===== src/rtl/pc_fetch_ctrl_pkg.sv =====
// Shared constants for the fetch-PC controller: reset vector, state codes, instruction size.
package pc_fetch_ctrl_pkg;

  localparam logic [31:0] RESET_PC_DEF = 32'hBFC0_0000;
  localparam logic [31:0] INST_BYTES   = 32'd4;

  localparam logic [0:0] SEQ     = 1'b0;
  localparam logic [0:0] WAIT_DS = 1'b1;

endpackage


===== src/rtl/pc_fetch_ctrl.sv =====
// Fetch PC and request controller: sequential fetch, delay-slot-aware branch redirect,
// and exception/ERET redirect with priority over branches.
module pc_fetch_ctrl
  import pc_fetch_ctrl_pkg::*;
#(
  parameter logic [31:0] RESET_PC = RESET_PC_DEF
) (
  input  logic        clk,
  input  logic        resetn,
  input  logic        br_valid,
  input  logic        brcal_out,
  input  logic [31:0] br_pc,
  input  logic [31:0] br_target,
  input  logic        ex_flush,
  input  logic [31:0] ex_target,
  input  logic        fetch_stall,
  output logic        inst_req,
  output logic [31:0] inst_addr,
  input  logic        inst_addr_ok,
  output logic        wrong_path_kill
);

  logic [31:0] pc_reg, tgt_reg, last_acc_pc, ds_pc;
  logic [0:0]  state;
  logic        started, accept, taken;

  // started keeps inst_req low for the first cycle after reset release
  assign inst_req  = started & ~fetch_stall;
  assign inst_addr = pc_reg;
  assign accept    = inst_req & inst_addr_ok;
  assign ds_pc     = br_pc + INST_BYTES;
  assign taken     = br_valid & brcal_out;

  always_ff @(posedge clk or negedge resetn) begin
    if (!resetn) begin
      pc_reg          <= RESET_PC;
      tgt_reg         <= '0;
      last_acc_pc     <= RESET_PC - INST_BYTES;
      state           <= SEQ;
      started         <= 1'b0;
      wrong_path_kill <= 1'b0;
    end else begin
      started         <= 1'b1;
      wrong_path_kill <= 1'b0;
      if (accept) last_acc_pc <= pc_reg;

      if (ex_flush) begin
        pc_reg <= ex_target;
        state  <= SEQ;
      end else if (state == WAIT_DS) begin
        // branches seen here sit in a delay slot and are ignored
        if (accept) begin
          pc_reg <= tgt_reg;
          state  <= SEQ;
        end
      end else if (taken && pc_reg == ds_pc) begin
        if (accept) begin
          pc_reg <= br_target;
        end else begin
          tgt_reg <= br_target;
          state   <= WAIT_DS;
        end
      end else if (taken) begin
        // delay slot already out; anything fetched beyond it is wrong-path
        pc_reg          <= br_target;
        wrong_path_kill <= (last_acc_pc != ds_pc) | accept;
      end else if (accept) begin
        pc_reg <= pc_reg + INST_BYTES;
      end
    end
  end

endmodule


===== config.mk =====
export PLATFORM = sky130hd
export DESIGN_NAME = pc_fetch_ctrl
export DESIGN_NICKNAME = d
export VERILOG_FILES = /design/src/rtl/pc_fetch_ctrl_pkg.sv /design/src/rtl/pc_fetch_ctrl.sv
export SDC_FILE = /design/constraint.sdc
export NUM_CORES = 1
export LEC_CHECK = 0
export CAP_MARGIN = 20
export CORE_ASPECT_RATIO = 0.8
export CORE_MARGIN = 8
export CORE_UTILIZATION = 58
export CTS_CLUSTER_SIZE = 24
export DETAILED_ROUTE_END_ITERATION = 16
export GPL_TIMING_DRIVEN = 0
export PLACE_DENSITY = 0.86
export SLEW_MARGIN = 30
export SYNTH_ARGS = -nofsm -noshare
export SYNTH_HDL_FRONTEND = slang
export SYNTH_SLANG_ARGS = --single-unit

===== constraint.sdc =====
create_clock -name clk -period 8 [get_ports clk]
set_clock_uncertainty 0.05 [all_clocks]
set_input_delay 1.6 -clock clk [delete_from_list [all_inputs] [get_ports clk]]
set_output_delay 1.6 -clock clk [all_outputs]
set_load 0.1 [all_outputs]

==> summary.txt, run 1 <==
===========================================================================
Distinct cell type count after synthesis                                 71
DRT iter0 DRCs                                                          770
Setup Buffers After CTS                                                   0
Fraction of layout instances using a drive strength above 1           0.152
Synthesized net count                                                   907
Final antenna diode count                                                 0
Die height                                                      117 microns
Global-route usage over all layers                                    0.290
Arrival @ worst endpoint                                            6050 ps
Post-synthesis instance total                                           802
FFs w/ async S/R, synth                                                1.00
Final Hold Violating Endpoints                                            0
DR vias                                                                6918
Most used flip-flop cell after synthesis                       sky130_fd_sc_hd__dfrtp_1
Antenna violations before repair                                          0
Global-route wire length before repair                         37900 microns
Seq/Total Area, Yosys                                                 0.343
Crit path setup slack, layout                                       2120 ps
H-tree depth                                                              3
Clock transition at path regs                                         70 ps
Core Region                                                    0.0123 sq mm
Starting utilization of the core area                                 0.599
Post-layout total power                                           0.00189 W
Req. time, crit path                                                8170 ps
Root Buffer Master                                             sky130_fd_sc_hd__clkbuf_16
Tmin final                                                          5880 ps
Die Span X                                                      142 microns
Worst hold path class                                               reg2reg
Max Cap Violations                                                        0
Run status                                                        completed
Remaining global-route overflow                                           0
Floorplan row count                                                      36
Leakage power total                                                 3.51 nW
Fin crit share                                                        0.735
Number of CTS-inserted buffers                                            9
Setup violation total in the final timing report                          0
Total number of clock tree sinks                                         99
Worst-margin pin slew                                                999 ps
Biggest fanout along the worst timing path                               10
Instance count along the most critical hold path                          1
Type of the worst setup path                                         in2reg
Unrepaired setup endpoints after global routing                       false
Post-detailed-route via-to-cell ratio                                  6.24
Upper clock frequency limit                                       0.170 GHz
Top-level port count                                                    137
Placer Congestion                                                     0.935
Area used by multi-input combinational logic                   0.00443 sq mm
Area growth, synth to finish                                          23.5%
Setup tns final                                                        0 ps
Mean Syn Cell Area                                               9.18 sq um
Total of warnings raised by yosys                                         0
Cell area after synthesis                                      0.00736 sq mm
Final ANT Viol Nets                                                       0
Detailed placement HPWL                                        18100 microns
Clock insertion delay at the later pin of the skew report            350 ps
Power per Cell Area                                             208 mW/mm^2
Max-slew headroom                                                     0.332
Maximum number of pins on one net before global-route repair             56
Detailed-router iteration count before antenna repair                     5
Clock tree from TritonCTS                                              done
Worst vdd rail ir drop                                           0.000158 V
Capturing element type of the critical path                       flip-flop
Max Transition Viols Final                                                0
Setup slack after placement                                         1860 ps
Die Outline Area                                               0.0166 sq mm
Register cell area after layout                                0.00252 sq mm
Count of state elements after synthesis                                  99
Total wire length after detailed routing                       23800 microns
Layout Cells excl Fill                                                 1109
Average wire per standard cell                                 21.5 microns
Vias in the first global route                                         7079
Max Root-Sink Buffers                                                     2
CP startpoint kind                                               input port
EDFF count, synth                                                         0
CTS Hold Buffers Added                                                    0
# resized after CTS                                                       0
Count of input and output buffers                                       119
Final net count                                                        1038
Worst reg2reg path depth                                                 11
Cell count after placement                                             1093
Post-detailed-route DRC marker count                                      0
Count of filler cells inserted in the layout                            898
===========================================================================
==> per-stage QoR <==
step / instance area (sq um) / util / hold WS, ps
3_5_place_dp: 8800 / 0.716 / 425
3_3_place_gp: 8770 / 0.713 / 418
4_1_cts: 9090 / 0.739 / 442
2_1_floorplan: 7360 / - / 408
6_report: 9090 / 0.739 / 440
5_1_grt: 9090 / 0.739 / 454
==> per-layer routing <==
| metal | global-route usage | part of all wire | vias to the layer above |
|---|---|---|---|
| met5 | 0 | 0 | - |
| met4 | 0.0864 | 0.022 | 0 |
| met3 | 0.0580 | 0.097 | 45 |
| met2 | 0.460 | 0.45 | 402 |
| met1 | 0.395 | 0.43 | 3320 |
| li1 | - | - | 3151 |
==> critical path, cell delays in order <==
cell,delay [ps]
sky130_fd_sc_hd__clkdlybuf4s50_1,620
sky130_fd_sc_hd__ha_1,190
sky130_fd_sc_hd__clkbuf_1,270
sky130_fd_sc_hd__nand2_1,170
sky130_fd_sc_hd__or4_1,580
sky130_fd_sc_hd__buf_2,240
sky130_fd_sc_hd__o211ai_1,290
sky130_fd_sc_hd__o211ai_1,200
sky130_fd_sc_hd__a2111oi_0,410
sky130_fd_sc_hd__and4_1,370
sky130_fd_sc_hd__a21oi_2,150
sky130_fd_sc_hd__a211oi_4,370
sky130_fd_sc_hd__buf_6,220
sky130_fd_sc_hd__mux2_1,370
==> placed cells by master, fill, tap and decap left out, drive strengths merged, types with 3 or more instances in the layout <==
cell type | synthesis | layout
clkdlybuf4s50 | 0 | 118
mux2 | 81 | 81
dfrtp | 62 | 62
xnor2 | 54 | 54
nor2 | 51 | 51
clkbuf | 42 | 51
a21oi | 48 | 48
nand2 | 45 | 45
xor2 | 37 | 37
dfstp | 37 | 37
a211oi | 37 | 37
o21ai | 35 | 35
inv | 31 | 34
buf | 25 | 27
nand3 | 26 | 26
mux2i | 22 | 22
nor3 | 21 | 21
nand4 | 21 | 21
nor4 | 15 | 15
and4 | 10 | 10
nand2b | 9 | 9
nor2b | 8 | 8
and2 | 8 | 8
and3 | 6 | 6
nand3b | 6 | 6
o211ai | 5 | 5
a211o | 5 | 5
or3 | 4 | 4
a31oi | 3 | 3
or4 | 3 | 3
o2bb2ai | 3 | 3
o22ai | 3 | 3
a2111oi | 3 | 3
o311ai | 3 | 3
clkinv | 0 | 3
==> cells in the mapped netlist (3+ instances only) <==
cell type / count / area share
sky130_fd_sc_hd__and4_1: 10 / 0.012
sky130_fd_sc_hd__o21ai_0: 35 / 0.024
sky130_fd_sc_hd__buf_2: 10 / 0.0068
sky130_fd_sc_hd__a31oi_1: 3 / 0.0025
sky130_fd_sc_hd__a211o_1: 5 / 0.0059
sky130_fd_sc_hd__a21oi_1: 47 / 0.032
sky130_fd_sc_hd__nand3_1: 26 / 0.018
sky130_fd_sc_hd__a211oi_1: 36 / 0.037
sky130_fd_sc_hd__or3_1: 4 / 0.0034
sky130_fd_sc_hd__nand4_1: 19 / 0.016
sky130_fd_sc_hd__nand2b_1: 9 / 0.0076
sky130_fd_sc_hd__dfstp_2: 37 / 0.13
sky130_fd_sc_hd__buf_4: 5 / 0.0051
sky130_fd_sc_hd__mux2_2: 59 / 0.090
sky130_fd_sc_hd__xor2_1: 37 / 0.044
sky130_fd_sc_hd__or4_1: 3 / 0.0031
sky130_fd_sc_hd__o2bb2ai_1: 3 / 0.0036
sky130_fd_sc_hd__and3_1: 6 / 0.0051
sky130_fd_sc_hd__xnor2_1: 54 / 0.064
sky130_fd_sc_hd__o22ai_1: 3 / 0.0025
sky130_fd_sc_hd__nor2_1: 51 / 0.026
sky130_fd_sc_hd__nor4_1: 12 / 0.010
sky130_fd_sc_hd__mux2i_1: 22 / 0.030
sky130_fd_sc_hd__o211ai_1: 5 / 0.0051
sky130_fd_sc_hd__and2_1: 7 / 0.0059
sky130_fd_sc_hd__inv_1: 31 / 0.016
sky130_fd_sc_hd__clkbuf_1: 41 / 0.021
sky130_fd_sc_hd__mux2_1: 22 / 0.034
sky130_fd_sc_hd__dfrtp_1: 62 / 0.21
sky130_fd_sc_hd__nor3_1: 21 / 0.014
sky130_fd_sc_hd__nand3b_1: 6 / 0.0061
sky130_fd_sc_hd__nand2_1: 45 / 0.023
sky130_fd_sc_hd__buf_1: 8 / 0.0041
sky130_fd_sc_hd__nor2b_1: 8 / 0.0068
==> final timing paths <==
kind,from,endpoint,slack [ps]
worst max-delay path,br_pc[2],inst_addr[9]$_DFFE_PN0P_,2120
worst min-delay path,tgt_reg[1]$_DFFE_PN0P_,tgt_reg[1]$_DFFE_PN0P_,440
worst max register to register,inst_addr[4]$_DFFE_PN0P_,inst_addr[9]$_DFFE_PN0P_,4180
worst min register to register,tgt_reg[1]$_DFFE_PN0P_,tgt_reg[1]$_DFFE_PN0P_,440
max in group asynchronous,resetn,inst_addr[29]$_DFFE_PN1P_,6090
min in group asynchronous,resetn,last_acc_pc[22]$_DFFE_PN0P_,1130
==> cells by family (layout without fill, tap and decap cells) <==
group	after synthesis	count (layout)	synth area share
mux	103	103	0.154
flops	99	99	0.343
fa+ha+maj	2	2	0.00340
simple gates	239	239	0.176
xor+xnor	93	93	0.114
other cells	1	1	0.000509
compound gates	167	167	0.153
buf+inv	98	234	0.0564
==> final cells by class <==
type / instances / area share
tap: 171 / 0.0235
inverter: 31 / 0.0128
multi-input combinational: 605 / 0.487
clock buffer: 9 / 0.0248
clock inverter: 7 / 0.00757
buffer: 67 / 0.0329
sequential: 99 / 0.278
timing repair buffer: 120 / 0.134
==> report_power, final <==
group | internal [W] | total, W | switching, W
clock network | 0.000220 | 0.000441 | 0.000221
logic | 0.000282 | 0.000741 | 0.000460
registers | 0.000612 | 0.000708 | 0.0000966
(Power assumes the default switching activity.)
==> run 2, diff against run 1 <==
- CORE_UTILIZATION: 58 -> 54
- PLACE_DENSITY: 0.86 -> 0.81
- clock period: 8 -> 5.66 ns (I/O delays scaled with it)
==> summary.txt, run 2 (synthesis results as in run 1) <==
===========================================================================
Run status                                                        completed
Capturing element type of the critical path                       flip-flop
Worst Hold Slack                                                     438 ps   -1.81 ps
Layout Cells excl Fill                                                 1118   +0.81%
Final net count                                                        1038   unchanged
# resized after CTS                                                       0   unchanged
Post-detailed-route DRC marker count                                      0   unchanged
Detailed placement HPWL                                        18100 microns   -0.35%
Vias in the first global route                                         6809   -3.8%
Remaining global-route overflow                                           0   unchanged
Clock tree from TritonCTS                                              done
Met3 global-route usage                                              0.0777   +0.0197
Number of CTS-inserted buffers                                            9   unchanged
Die Span X                                                      147 microns   +3.2%
Upper clock frequency limit                                       0.186 GHz
Global-route usage over all layers                                    0.265   -0.0250
Average wire per standard cell                                 21.1 microns   -1.7%
Max Root-Sink Buffers                                                     2   unchanged
Placer Congestion                                                     0.939   +0.42%
Post-layout total power                                           0.00275 W   +45%
Total wire length after detailed routing                       23600 microns   -0.88%
Global Route met1 Usage                                               0.367   -0.0278
Total number of clock tree sinks                                         99   unchanged
DR vias                                                                6927   +0.13%
Leakage power total                                                 3.53 nW   +0.52%
Power per Cell Area                                             300 mW/mm^2   +45%
Unrepaired setup endpoints after global routing                       false
Max Transition Viols Final                                                0   unchanged
Setup violation total in the final timing report                          0   unchanged
Final Hold Violating Endpoints                                            0   unchanged
Detailed-router iteration count before antenna repair                     8   +3
Commonest cells after routing, fill and taps aside             sky130_fd_sc_hd__clkdlybuf4s50_1, sky130_fd_sc_hd__dfrtp_1, sky130_fd_sc_hd__mux2_2
Worst vdd rail ir drop                                           0.000222 V   +41%
Worst-margin pin slew                                               1010 ps   +8.16 ps
Clock transition at path regs                                         70 ps   about the same
Max-slew headroom                                                     0.326   -0.00545
Area growth, synth to finish                                          24.2%
CTS Hold Buffers Added                                                    0   unchanged
Arrival @ worst endpoint                                            5570 ps   -480 ps
Floorplan row count                                                      38   +5.6%
Root Buffer Master                                             sky130_fd_sc_hd__clkbuf_16
H-tree depth                                                              3   unchanged
Max Cap Violations                                                        0   unchanged
Most common cell after layout, fill and taps aside             sky130_fd_sc_hd__clkdlybuf4s50_1
Final ANT Viol Nets                                                       0   unchanged
Tmin final                                                          5390 ps
CP startpoint kind                                               input port
Most heavily used metal layer in global routing                        met2
Cell count after placement                                             1102   +0.82%
Fraction of layout instances using a drive strength above 1           0.152   unchanged
Top-level port count                                                    137   unchanged
Fin crit share                                                        0.952
Clock insertion delay at the later pin of the skew report            360 ps   about the same
Type of the worst setup path                                         in2reg
Maximum number of pins on one net before global-route repair             72   +29%
Die Outline Area                                               0.0177 sq mm   +6.5%
Post-detailed-route via-to-cell ratio                                  6.20   -0.68%
Req. time, crit path                                                5850 ps   -2320 ps
Die height                                                      120 microns   +3.1%
Final standard cell utilization of the core                           0.680   -0.0599
Core Region                                                    0.0135 sq mm   +9.4%
Count of input and output buffers                                       119   unchanged
Biggest fanout along the worst timing path                               10   unchanged
Worst hold path class                                               reg2reg
Final antenna diode count                                                 0   unchanged
Setup Buffers After CTS                                                   0   unchanged
Met2 global-route usage                                               0.398   -0.0629
DRT iter0 DRCs                                                          690   -10%
Starting utilization of the core area                                 0.547   -0.0516
Global-route wire length before repair                         37300 microns   -1.7%
Antenna violations before repair                                          0   unchanged
===========================================================================
## run 2: cell count changes in the layout (fill, tap and decap cells not counted), sizes merged
cell and delta:
bufinv +2, clkinv -1, inv -1
## run 2: metrics by stage
stage	instance area, sq um	TNS (ps)	worst slack (ps)
final	9140	0	274
after global routing	9140	0	194
after CTS	9140	0	396
after detailed placement	8810	0	73.1
after global placement	8780	-24560	-402
after floorplan	7360	0	1300
## run 2: report_power, final
part,internal (W),switching [W]
Combinational,0.000398,0.000650
Sequential,0.000865,0.000137
Clock,0.000396,0.000302
## run 2: path summary, 6_finish.rpt
kind | start | end | slack (ps) | cells past startpoint
max | br_pc[2] | inst_addr[13]$_DFFE_PN0P_ | 270 | 14
min | tgt_reg[4]$_DFFE_PN0P_ | tgt_reg[4]$_DFFE_PN0P_ | 440 | 1
max reg2reg | inst_addr[4]$_DFFE_PN0P_ | inst_addr[13]$_DFFE_PN0P_ | 1670 | 11
min reg2reg | tgt_reg[4]$_DFFE_PN0P_ | tgt_reg[4]$_DFFE_PN0P_ | 440 | 1
max in group asynchronous | resetn | inst_addr[31]$_DFFE_PN1P_ | 4290 | 2
min in group asynchronous | resetn | last_acc_pc[22]$_DFFE_PN0P_ | 610 | 1
## run 2: final cells by class
| cell class | instances | area [sq um] |
|---|---|---|
| Buffer | 67 | 299 |
| Clock buffer | 9 | 225 |
| Clock inverter | 7 | 109 |
| Fill cell | 1097 | 4310 |
| Inverter | 31 | 116 |
| Multi-Input combinational cell | 605 | 4430 |
| Sequential cell | 99 | 2520 |
| Tap cell | 180 | 225 |
| Timing Repair Buffer | 120 | 1220 |
## run 2: per-layer routing
layer / share of wire / up-vias
met1: 0.43 / 3325
met4: 0.020 / 0
met2: 0.44 / 393
met3: 0.11 / 45
met5: 0 / -
li1: - / 3164
## run 2: critical path: stages
cell and delay (ps):
sky130_fd_sc_hd__clkdlybuf4s50_1 590, sky130_fd_sc_hd__ha_1 180, sky130_fd_sc_hd__clkbuf_1 250, sky130_fd_sc_hd__nand2_1 160
sky130_fd_sc_hd__or4_1 600, sky130_fd_sc_hd__buf_2 250, sky130_fd_sc_hd__o211ai_1 320, sky130_fd_sc_hd__o211ai_1 220
sky130_fd_sc_hd__a2111oi_0 380, sky130_fd_sc_hd__and4_1 380, sky130_fd_sc_hd__a21oi_2 160, sky130_fd_sc_hd__a211oi_4 370
sky130_fd_sc_hd__buf_6 230, sky130_fd_sc_hd__mux2_1 340
